File: src/rtl/mult_ctrl_pkg.sv
// -----------------------------------------------------------------------------
// mult_ctrl_pkg
// Shared types and constants for the sequential 6x6 multiplier controller.
//   state_t      : controller states IDLE / CALC / DONE
//   OP_W/HALF_W  : operand width and half-operand width
//   RES_W        : product / accumulator width
//   STEP_*       : step counter values selecting each partial product
//   step_shift() : left-shift applied to the partial product of a step
// -----------------------------------------------------------------------------
package mult_ctrl_pkg;

    localparam int OP_W   = 6;
    localparam int HALF_W = 3;
    localparam int RES_W  = 12;
    localparam int STEP_W = 3;

    typedef enum logic [1:0] {
        IDLE = 2'd0,
        CALC = 2'd1,
        DONE = 2'd2
    } state_t;

    // Partial-product order: lo*lo, lo*hi, hi*lo, hi*hi (a first, b second).
    localparam logic [STEP_W-1:0] STEP_LL    = 3'd0;
    localparam logic [STEP_W-1:0] STEP_LH    = 3'd1;
    localparam logic [STEP_W-1:0] STEP_HL    = 3'd2;
    localparam logic [STEP_W-1:0] STEP_HH    = 3'd3;
    // Extra step used only when the multiplier output is registered: it
    // accumulates the last partial product still held in the pipe register.
    localparam logic [STEP_W-1:0] STEP_DRAIN = 3'd4;

    localparam logic [3:0] SHIFT_LL = 4'd0;
    localparam logic [3:0] SHIFT_LH = 4'd3;
    localparam logic [3:0] SHIFT_HL = 4'd3;
    localparam logic [3:0] SHIFT_HH = 4'd6;

    function automatic logic [3:0] step_shift(input logic [STEP_W-1:0] step);
        logic [3:0] sh;
        sh = SHIFT_LL;
        case (step)
            STEP_LH: sh = SHIFT_LH;
            STEP_HL: sh = SHIFT_HL;
            STEP_HH: sh = SHIFT_HH;
            default: sh = SHIFT_LL;
        endcase
        return sh;
    endfunction

endpackage : mult_ctrl_pkg

File: src/rtl/mult3bit.sv
// -----------------------------------------------------------------------------
// mult3bit
// Combinational 3x3-bit unsigned multiplier.
//   a : input  [2:0]  multiplicand
//   b : input  [2:0]  multiplier
//   p : output [5:0]  a*b
// -----------------------------------------------------------------------------
module mult3bit (
    input  logic [2:0] a,
    input  logic [2:0] b,
    output logic [5:0] p
);

    assign p = {3'b000, a} * {3'b000, b};

endmodule : mult3bit

File: src/rtl/mult6bit_seq_ctrl.sv
// -----------------------------------------------------------------------------
// mult6bit_seq_ctrl
// Computes a 6x6-bit unsigned product by pushing four 3x3 partial products
// through a single shared mult3bit, shifting and accumulating them into a
// 12-bit result. Valid/ready handshake on both sides.
//
// Parameters:
//   PIPE_MUL : 1 = register the multiplier output before accumulation
//              (one extra cycle of latency); 0 = accumulate in the same cycle.
// Optional feature (compile-time macro MULT_CTRL_ZERO_SKIP_EN):
//   when defined, a zero operand at accept jumps straight to DONE with
//   result 0; otherwise zero operands take the normal four-step path.
//
// Ports:
//   clk       : in   system clock, rising edge
//   rst_n     : in   asynchronous reset, active low
//   in_valid  : in   operands valid
//   in_ready  : out  operands can be accepted (IDLE only)
//   num1      : in   [5:0] multiplicand
//   num2      : in   [5:0] multiplier
//   out_valid : out  result valid, held until accepted
//   out_ready : in   consumer accepts result
//   result    : out  [11:0] num1*num2
//   busy      : out  high in CALC or DONE
// -----------------------------------------------------------------------------
module mult6bit_seq_ctrl
    import mult_ctrl_pkg::*;
#(
    parameter int PIPE_MUL = 0
) (
    input  logic             clk,
    input  logic             rst_n,
    input  logic             in_valid,
    output logic             in_ready,
    input  logic [OP_W-1:0]  num1,
    input  logic [OP_W-1:0]  num2,
    output logic             out_valid,
    input  logic             out_ready,
    output logic [RES_W-1:0] result,
    output logic             busy
);

    // With a registered multiplier the counter runs one step further to
    // drain the pipe register into the accumulator.
    localparam logic [STEP_W-1:0] LAST_STEP = (PIPE_MUL != 0) ? STEP_DRAIN : STEP_HH;

    state_t              state_q, state_d;
    logic [STEP_W-1:0]   step_q;
    logic [OP_W-1:0]     a_q, b_q;
    logic [RES_W-1:0]    acc_q;
    logic [RES_W-1:0]    result_q;

    logic [HALF_W-1:0]   mul_a, mul_b;
    logic [2*HALF_W-1:0] pp;
    logic [RES_W-1:0]    pp_shifted;
    logic [RES_W-1:0]    acc_add;
    logic [RES_W-1:0]    acc_sum;
    logic                zero_op;

`ifdef MULT_CTRL_ZERO_SKIP_EN
    assign zero_op = (num1 == '0) || (num2 == '0);
`else
    assign zero_op = 1'b0;
`endif

    // ------------------------------------------------------------------
    // Step-indexed operand mux feeding the single shared multiplier.
    // ------------------------------------------------------------------
    always_comb begin
        // NOTE: every signal written here gets a default first so no path
        // leaves it unassigned, which would otherwise infer a latch.
        mul_a = a_q[HALF_W-1:0];
        mul_b = b_q[HALF_W-1:0];
        case (step_q)
            STEP_LH: mul_b = b_q[OP_W-1:HALF_W];
            STEP_HL: mul_a = a_q[OP_W-1:HALF_W];
            STEP_HH: begin
                mul_a = a_q[OP_W-1:HALF_W];
                mul_b = b_q[OP_W-1:HALF_W];
            end
            default: ;
        endcase
    end

    mult3bit u_mult (
        .a (mul_a),
        .b (mul_b),
        .p (pp)
    );

    assign pp_shifted = RES_W'(pp) << step_shift(step_q);

    generate
        if (PIPE_MUL != 0) begin : g_pipe
            logic [RES_W-1:0] pp_q;

            // Cleared at accept so step 0 adds nothing from a previous job.
            always_ff @(posedge clk or negedge rst_n) begin
                if (!rst_n) begin
                    pp_q <= '0;
                end else if (state_q == IDLE && in_valid) begin
                    pp_q <= '0;
                end else if (state_q == CALC) begin
                    pp_q <= pp_shifted;
                end
            end

            assign acc_add = pp_q;
        end else begin : g_comb
            assign acc_add = pp_shifted;
        end
    endgenerate

    assign acc_sum = acc_q + acc_add;

    // ------------------------------------------------------------------
    // FSM: state register
    // ------------------------------------------------------------------
    always_ff @(posedge clk or negedge rst_n) begin
        // NOTE: sequential state uses non-blocking assignments so every
        // register samples pre-edge values regardless of statement order.
        if (!rst_n) begin
            state_q <= IDLE;
        end else begin
            state_q <= state_d;
        end
    end

    // ------------------------------------------------------------------
    // FSM: next state and outputs
    // ------------------------------------------------------------------
    always_comb begin
        state_d   = state_q;
        in_ready  = 1'b0;
        out_valid = 1'b0;
        busy      = 1'b0;
        case (state_q)
            IDLE: begin
                in_ready = 1'b1;
                if (in_valid) begin
                    state_d = zero_op ? DONE : CALC;
                end
            end
            CALC: begin
                busy = 1'b1;
                if (step_q == LAST_STEP) begin
                    state_d = DONE;
                end
            end
            DONE: begin
                busy      = 1'b1;
                out_valid = 1'b1;
                if (out_ready) begin
                    state_d = IDLE;
                end
            end
            default: state_d = IDLE;
        endcase
    end

    // ------------------------------------------------------------------
    // Datapath: operand latch, step counter, accumulator, result
    // ------------------------------------------------------------------
    always_ff @(posedge clk or negedge rst_n) begin
        if (!rst_n) begin
            a_q      <= '0;
            b_q      <= '0;
            step_q   <= '0;
            acc_q    <= '0;
            result_q <= '0;
        end else begin
            case (state_q)
                IDLE: begin
                    if (in_valid) begin
                        a_q    <= num1;
                        b_q    <= num2;
                        step_q <= STEP_LL;
                        acc_q  <= '0;
                        if (zero_op) begin
                            result_q <= '0;
                        end
                    end
                end
                CALC: begin
                    acc_q  <= acc_sum;
                    step_q <= step_q + STEP_W'(1);
                    // Result only changes on the transition into DONE.
                    if (step_q == LAST_STEP) begin
                        result_q <= acc_sum;
                    end
                end
                default: ;
            endcase
        end
    end

    assign result = result_q;

endmodule : mult6bit_seq_ctrl

File: config.mk
export PLATFORM = sky130hd
export DESIGN_NAME = mult6bit_seq_ctrl
export DESIGN_NICKNAME = d
export VERILOG_FILES = /design/src/rtl/mult_ctrl_pkg.sv /design/src/rtl/mult3bit.sv /design/src/rtl/mult6bit_seq_ctrl.sv
export SDC_FILE = /design/constraint.sdc
export NUM_CORES = 1
export LEC_CHECK = 0
export CORE_ASPECT_RATIO = 0.9
export CORE_MARGIN = 10
export CORE_UTILIZATION = 41
export CTS_BUF_LIST = sky130_fd_sc_hd__clkbuf_4 sky130_fd_sc_hd__clkbuf_8
export CTS_CLUSTER_DIAMETER = 80
export DETAILED_ROUTE_END_ITERATION = 8
export DONT_BUFFER_PORTS = 1
export SYNTH_ARGS = -nofsm -noshare
export SYNTH_HDL_FRONTEND = slang
export SYNTH_SLANG_ARGS = --single-unit
File: constraint.sdc
create_clock -name clk -period 4.92 [get_ports clk]
set_clock_uncertainty 0.15 [all_clocks]
set_input_delay 1.476 -clock clk [delete_from_list [all_inputs] [get_ports clk]]
set_output_delay 1.476 -clock clk [all_outputs]
set_load 0.01 [all_outputs]
==> results_tabular.tex, run 1 <==
\begin{tabular}{lr}
\hline
Metric & Value \\
\hline
\multicolumn{2}{l}{\textbf{Critical path}} \\
\quad Startpoint type of the worst setup path & flip-flop \\
\quad Combined buffer and inverter count along the critical path & 2 \\
\quad Critical Path Source & step\_q[0]\$\_DFFE\_PN0P\_ \\
\quad Cell-by-cell trace of the critical path & ha\_2 > ha\_4 > a21oi\_4 > mux2i\_2 > or2\_2 > fa\_1 > inv\_1 > ha\_2 > fa\_2 > nand2\_2 > a21oi\_2 > ha\_1 > a21o\_1 > a21oi\_2 > a21oi\_2 > o41ai\_4 > buf\_4 > mux2i\_1 > o311ai\_1 \\
\quad Category of the critical setup timing path & flip-flop to flip-flop \\
\quad Library cell appearing most often on the critical path & sky130\_fd\_sc\_hd\_\_a21oi\_2 \\
\quad Capture point of the worst reg-to-reg path & acc\_q[11]\$\_DFFE\_PN0P\_ \\
\quad Number of cells on the worst reg-to-reg path & 19 \\
\quad Largest stage delay on the critical path & 0.55 ns \\
\quad CP top delay family & adder cells \\
\quad Critical Path Sink Type & flip-flop \\
\quad CP Data Arrival Time & 4.76 ns \\
\quad Slowest cell on the critical path & sky130\_fd\_sc\_hd\_\_fa\_2 \\
\quad Maximum fanout count along the critical path & 4 \\
\quad Reg2reg start & step\_q[0]\$\_DFFE\_PN0P\_ \\
\quad Data required, critical path & 4.93 ns \\
\quad Worst-case register-to-register setup slack & 0.18 ns \\
\multicolumn{2}{l}{\textbf{Timing}} \\
\quad Sum of negative setup slack & 0 ns \\
\quad Highest achievable clock rate & 210.8 MHz \\
\quad Final setup margin & 0.1768 ns \\
\quad Hold Worst Slack & 0.3420 ns \\
\quad Number of setup violations in the final report & 0 \\
\quad Max-slew headroom & 44.16\% \\
\quad Slew of the pin with the lowest slew margin & 0.8355 ns \\
\quad Final Cycle Share & 96.41\% \\
\quad Count of pins over their slew limit & 0 \\
\quad Count of final hold-check violations & 0 \\
\quad RSZ-0062 raised after global routing & yes \\
\quad Final min period & 4.743 ns \\
\multicolumn{2}{l}{\textbf{Placement}} \\
\quad Placed cell areas & 2860 um\^{}2 \\
\quad Total of buffers placed on input and output ports & 0 \\
\quad Setup WS pre-CTS & -0.08765 ns \\
\quad Routability Congestion & 0.8228 \\
\quad Placed wire-length estimate after detailed placement & 4409 um \\
\multicolumn{2}{l}{\textbf{Yosys}} \\
\quad Flop and latch count out of synthesis & 41 \\
\quad Synth Flop Type & sky130\_fd\_sc\_hd\_\_dfrtp\_1 \\
\quad Distinct cells, synth & 51 \\
\quad Mean area per synthesized cell & 9.903 um\^{}2 \\
\quad Top cell type's share of synthesized area & 38.37\% \\
\quad Share of flip-flops with an asynchronous set or reset after synthesis & 100.0\% \\
\quad Ranking of synthesized cells by area & sky130\_fd\_sc\_hd\_\_dfrtp\_1, sky130\_fd\_sc\_hd\_\_ha\_1, sky130\_fd\_sc\_hd\_\_mux2\_2, sky130\_fd\_sc\_hd\_\_nand2\_1, sky130\_fd\_sc\_hd\_\_nor2\_1 \\
\quad Yosys Warn Count & 0 \\
\quad Seq/Total Area, Yosys & 38.37\% \\
\quad Synth Instances & 270 \\
\quad Count of flip-flops with a built-in enable after synthesis & 0 \\
\quad Cell type contributing the most total cell area after synthesis & sky130\_fd\_sc\_hd\_\_dfrtp\_1 \\
\quad Combined area of all synthesized cells & 2674 um\^{}2 \\
\quad Syn Nets & 312 \\
\multicolumn{2}{l}{\textbf{CTS}} \\
\quad Clk pin slew, worst setup/hold paths & 0.08 ns \\
\quad CTS tree & done \\
\quad Clk root buf & sky130\_fd\_sc\_hd\_\_clkbuf\_8 \\
\quad Post-CTS Hold Buffers & 0 \\
\quad Clock tree buffer depth & 2 \\
\quad Latest clock arrival within the worst-skew pair & 0.30 ns \\
\quad Clock tree sinks & 41 \\
\quad Number of H-tree levels & 2 \\
\quad Number of buffers created by CTS & 5 \\
\multicolumn{2}{l}{\textbf{Final layout}} \\
\quad Layout Nets & 328 \\
\quad Final design instance area without fill & 3082 um\^{}2 \\
\quad Layout cell share with drive strength beyond 1 & 26.48\% \\
\quad Ant. Diodes & 0 \\
\quad Synthesis-to-layout area growth & 15.26\% \\
\multicolumn{2}{l}{\textbf{Outcome}} \\
\quad Run status & complete, no violations \\
\multicolumn{2}{l}{\textbf{Drt}} \\
\quad Final routed wire length divided by cell count & 15.98 um \\
\quad DRC violations left & 0 \\
\quad Number of vias in the routed layout & 2005 \\
\quad Number of iterations in the first detailed-routing pass & 5 \\
\quad Iteration-0 DRC count of the detailed router & 86 \\
\quad Vias per Instance & 5.361 \\
\quad Final routed wirelength across all metal layers & 5975 um \\
\quad Residual antenna-violating net count after detailed routing & 0 \\
\multicolumn{2}{l}{\textbf{GRT}} \\
\quad Initial antenna violation count & 0 \\
\quad Overall track demand over capacity in global routing & 11.77\% \\
\quad Number of global-route vias before repair & 1997 \\
\quad First-pass GRT wire length & 9949 um \\
\quad Total congestion overflow & 0 \\
\quad Largest net degree at the start of global routing & 42 \\
\multicolumn{2}{l}{\textbf{Worst hold path}} \\
\quad Hold depth & 2 \\
\quad Worst Hold Endpoint & acc\_q[4]\$\_DFFE\_PN0P\_ \\
\quad Origin of the worst min-delay path & acc\_q[4]\$\_DFFE\_PN0P\_ \\
\quad Kind of path behind the tightest hold check & flip-flop to flip-flop \\
\multicolumn{2}{l}{\textbf{Run}} \\
\quad Maxcap violations & 0 \\
\multicolumn{2}{l}{\textbf{Floorplanning}} \\
\quad Effective utilization at floorplan & 43.02\% \\
\quad \# rows & 27 \\
\quad Die area & 10160 um\^{}2 \\
\quad Die Y & 96.61 um \\
\quad Floorplan Core Area & 6216 um\^{}2 \\
\quad Width of the die & 105.1 um \\
\quad Ports & 31 \\
\hline
\end{tabular}
## per-stage QoR
step           util [%]  instances
2_1_floorplan         -        270
3_3_place_gp      46.01        362
3_5_place_dp      46.01        362
4_1_cts           48.85        373
5_1_grt           49.58        374
6_report          49.58        374
## placed cells by master (no fill, tap or decap), types with 3 or more instances in the layout
cell                       Yosys  routed
sky130_fd_sc_hd__clkbuf_8      0       5
sky130_fd_sc_hd__nor3_1        4       4
sky130_fd_sc_hd__dfrtp_1      41      41
sky130_fd_sc_hd__ha_4          0       3
sky130_fd_sc_hd__mux2_2       17      17
sky130_fd_sc_hd__mux2i_2       0       4
sky130_fd_sc_hd__nand2b_1      3       3
sky130_fd_sc_hd__and2_1        3       3
sky130_fd_sc_hd__a21oi_2       4       5
sky130_fd_sc_hd__a21oi_1       6       3
sky130_fd_sc_hd__nor2_1       20      20
sky130_fd_sc_hd__a21o_1        4       4
sky130_fd_sc_hd__o21ai_0      14      14
sky130_fd_sc_hd__o31ai_1       7       7
sky130_fd_sc_hd__nand2_1      34      33
sky130_fd_sc_hd__ha_1         23      17
sky130_fd_sc_hd__mux2i_1       7       3
sky130_fd_sc_hd__nand3_1       6       6
sky130_fd_sc_hd__or2_2         5       3
sky130_fd_sc_hd__o21a_1        5       5
sky130_fd_sc_hd__a22o_1        5       5
sky130_fd_sc_hd__inv_1        12      12
sky130_fd_sc_hd__buf_4         0      18
sky130_fd_sc_hd__and3_1        3       3
sky130_fd_sc_hd__ha_2          0       3
## registers in the layout, summed over array words and instances (netlist names)
name     flops
a_q          6
acc_q       12
b_q          6
result      12
state_q      2
step_q       3
## worst reg2reg max path, cell delays in order (launching register included)
cell and delay, ns:
sky130_fd_sc_hd__dfrtp_1 0.38, sky130_fd_sc_hd__ha_2 0.20, sky130_fd_sc_hd__ha_4 0.18, sky130_fd_sc_hd__a21oi_4 0.19, sky130_fd_sc_hd__mux2i_2 0.11, sky130_fd_sc_hd__or2_2 0.32
sky130_fd_sc_hd__fa_1 0.49, sky130_fd_sc_hd__inv_1 0.05, sky130_fd_sc_hd__ha_2 0.19, sky130_fd_sc_hd__fa_2 0.55, sky130_fd_sc_hd__nand2_2 0.07, sky130_fd_sc_hd__a21oi_2 0.16
sky130_fd_sc_hd__ha_1 0.25, sky130_fd_sc_hd__a21o_1 0.17, sky130_fd_sc_hd__a21oi_2 0.20, sky130_fd_sc_hd__a21oi_2 0.10, sky130_fd_sc_hd__o41ai_4 0.39, sky130_fd_sc_hd__buf_4 0.19
sky130_fd_sc_hd__mux2i_1 0.18, sky130_fd_sc_hd__o311ai_1 0.10
## cells by family after synthesis
logic type | after synthesis | synth area share, %
AND/OR/NAND/NOR | 88 | 15.21
flip-flops | 41 | 38.37
buffers and inverters | 22 | 3.135
multiplexers | 24 | 9.780
AO/OA/AOI/OAI | 63 | 17.97
XOR/XNOR | 6 | 2.527
adder cells (fa/ha/maj) | 26 | 13.01
## synth_stat cells (all sizes together), types with 6 or more instances
master	count
clkbuf	7
mux2i	7
inv	13
o21ai	15
dfrtp	41
nor2	20
ha	23
a21oi	10
nand3	6
mux2	17
o31ai	7
nand2	34
## timing repair
action                                  4_1_cts  5_1_grt
gates resized for setup                      14        9
buffers inserted                              3        1
pin swaps                                     8       11
endpoints found under the setup margin        4        8
## layout make-up
cell class,count,area [um^2]
multi-input combinational,207,1677
clock inverter,2,10.01
timing repair buffer,18,135.1
inverter,13,48.80
fill,589,3134
clock buffer,6,76.32
tap,87,108.9
sequential,41,1026
## routing by layer
metal	up-vias	track usage, %	routed length, um
met3	9	3.772	313
met4	0	3.878	73
li1	991	-	-
met1	977	15.52	2911
met2	28	17.70	2677
met5	-	0	0
## worst max-delay path by stage
stage | endpoint | slack (ns) | cells after the start
after global placement | result[11]$_DFFE_PN0P_ | -0.04 | 18
final | acc_q[11]$_DFFE_PN0P_ | 0.18 | 19
after detailed placement | result[11]$_DFFE_PN0P_ | -0.09 | 18
after CTS | result[11]$_DFFE_PN0P_ | 0.009 | 17
after global routing | acc_q[11]$_DFFE_PN0P_ | -0.09 | 19
after floorplan | result[11]$_DFFE_PN0P_ | 0.08 | 19
Power of run 1 is not shown: default switching activity piles up to over one toggle a cycle in this logic, so the estimate is an artifact.
==> inputs of run 2 (changes only) <==
--- a/config.mk
+++ b/config.mk
@@ -9,7 +9,6 @@
 export CORE_MARGIN = 10
 export CORE_UTILIZATION = 41
 export CTS_BUF_LIST = sky130_fd_sc_hd__clkbuf_4 sky130_fd_sc_hd__clkbuf_8
-export CTS_CLUSTER_DIAMETER = 80
 export DETAILED_ROUTE_END_ITERATION = 8
 export DONT_BUFFER_PORTS = 1
 export SYNTH_ARGS = -nofsm -noshare
==> results of run 2 <==
Same layout as run 1: the final DEF is identical, and so are final timing and power.
Power of run 2 is left out for the same reason.
==> inputs of run 3 (changes only) <==
--- a/config.mk
+++ b/config.mk
@@ -11,6 +11,8 @@
 export CTS_BUF_LIST = sky130_fd_sc_hd__clkbuf_4 sky130_fd_sc_hd__clkbuf_8
 export DETAILED_ROUTE_END_ITERATION = 8
 export DONT_BUFFER_PORTS = 1
+export GPL_ROUTABILITY_DRIVEN = 1
+export RECOVER_POWER = 25
 export SYNTH_ARGS = -nofsm -noshare
 export SYNTH_HDL_FRONTEND = slang
 export SYNTH_SLANG_ARGS = --single-unit
==> results of run 3 <==
Same layout as run 1: the final DEF is identical, and so are final timing and power.
Power of run 3 is left out for the same reason.
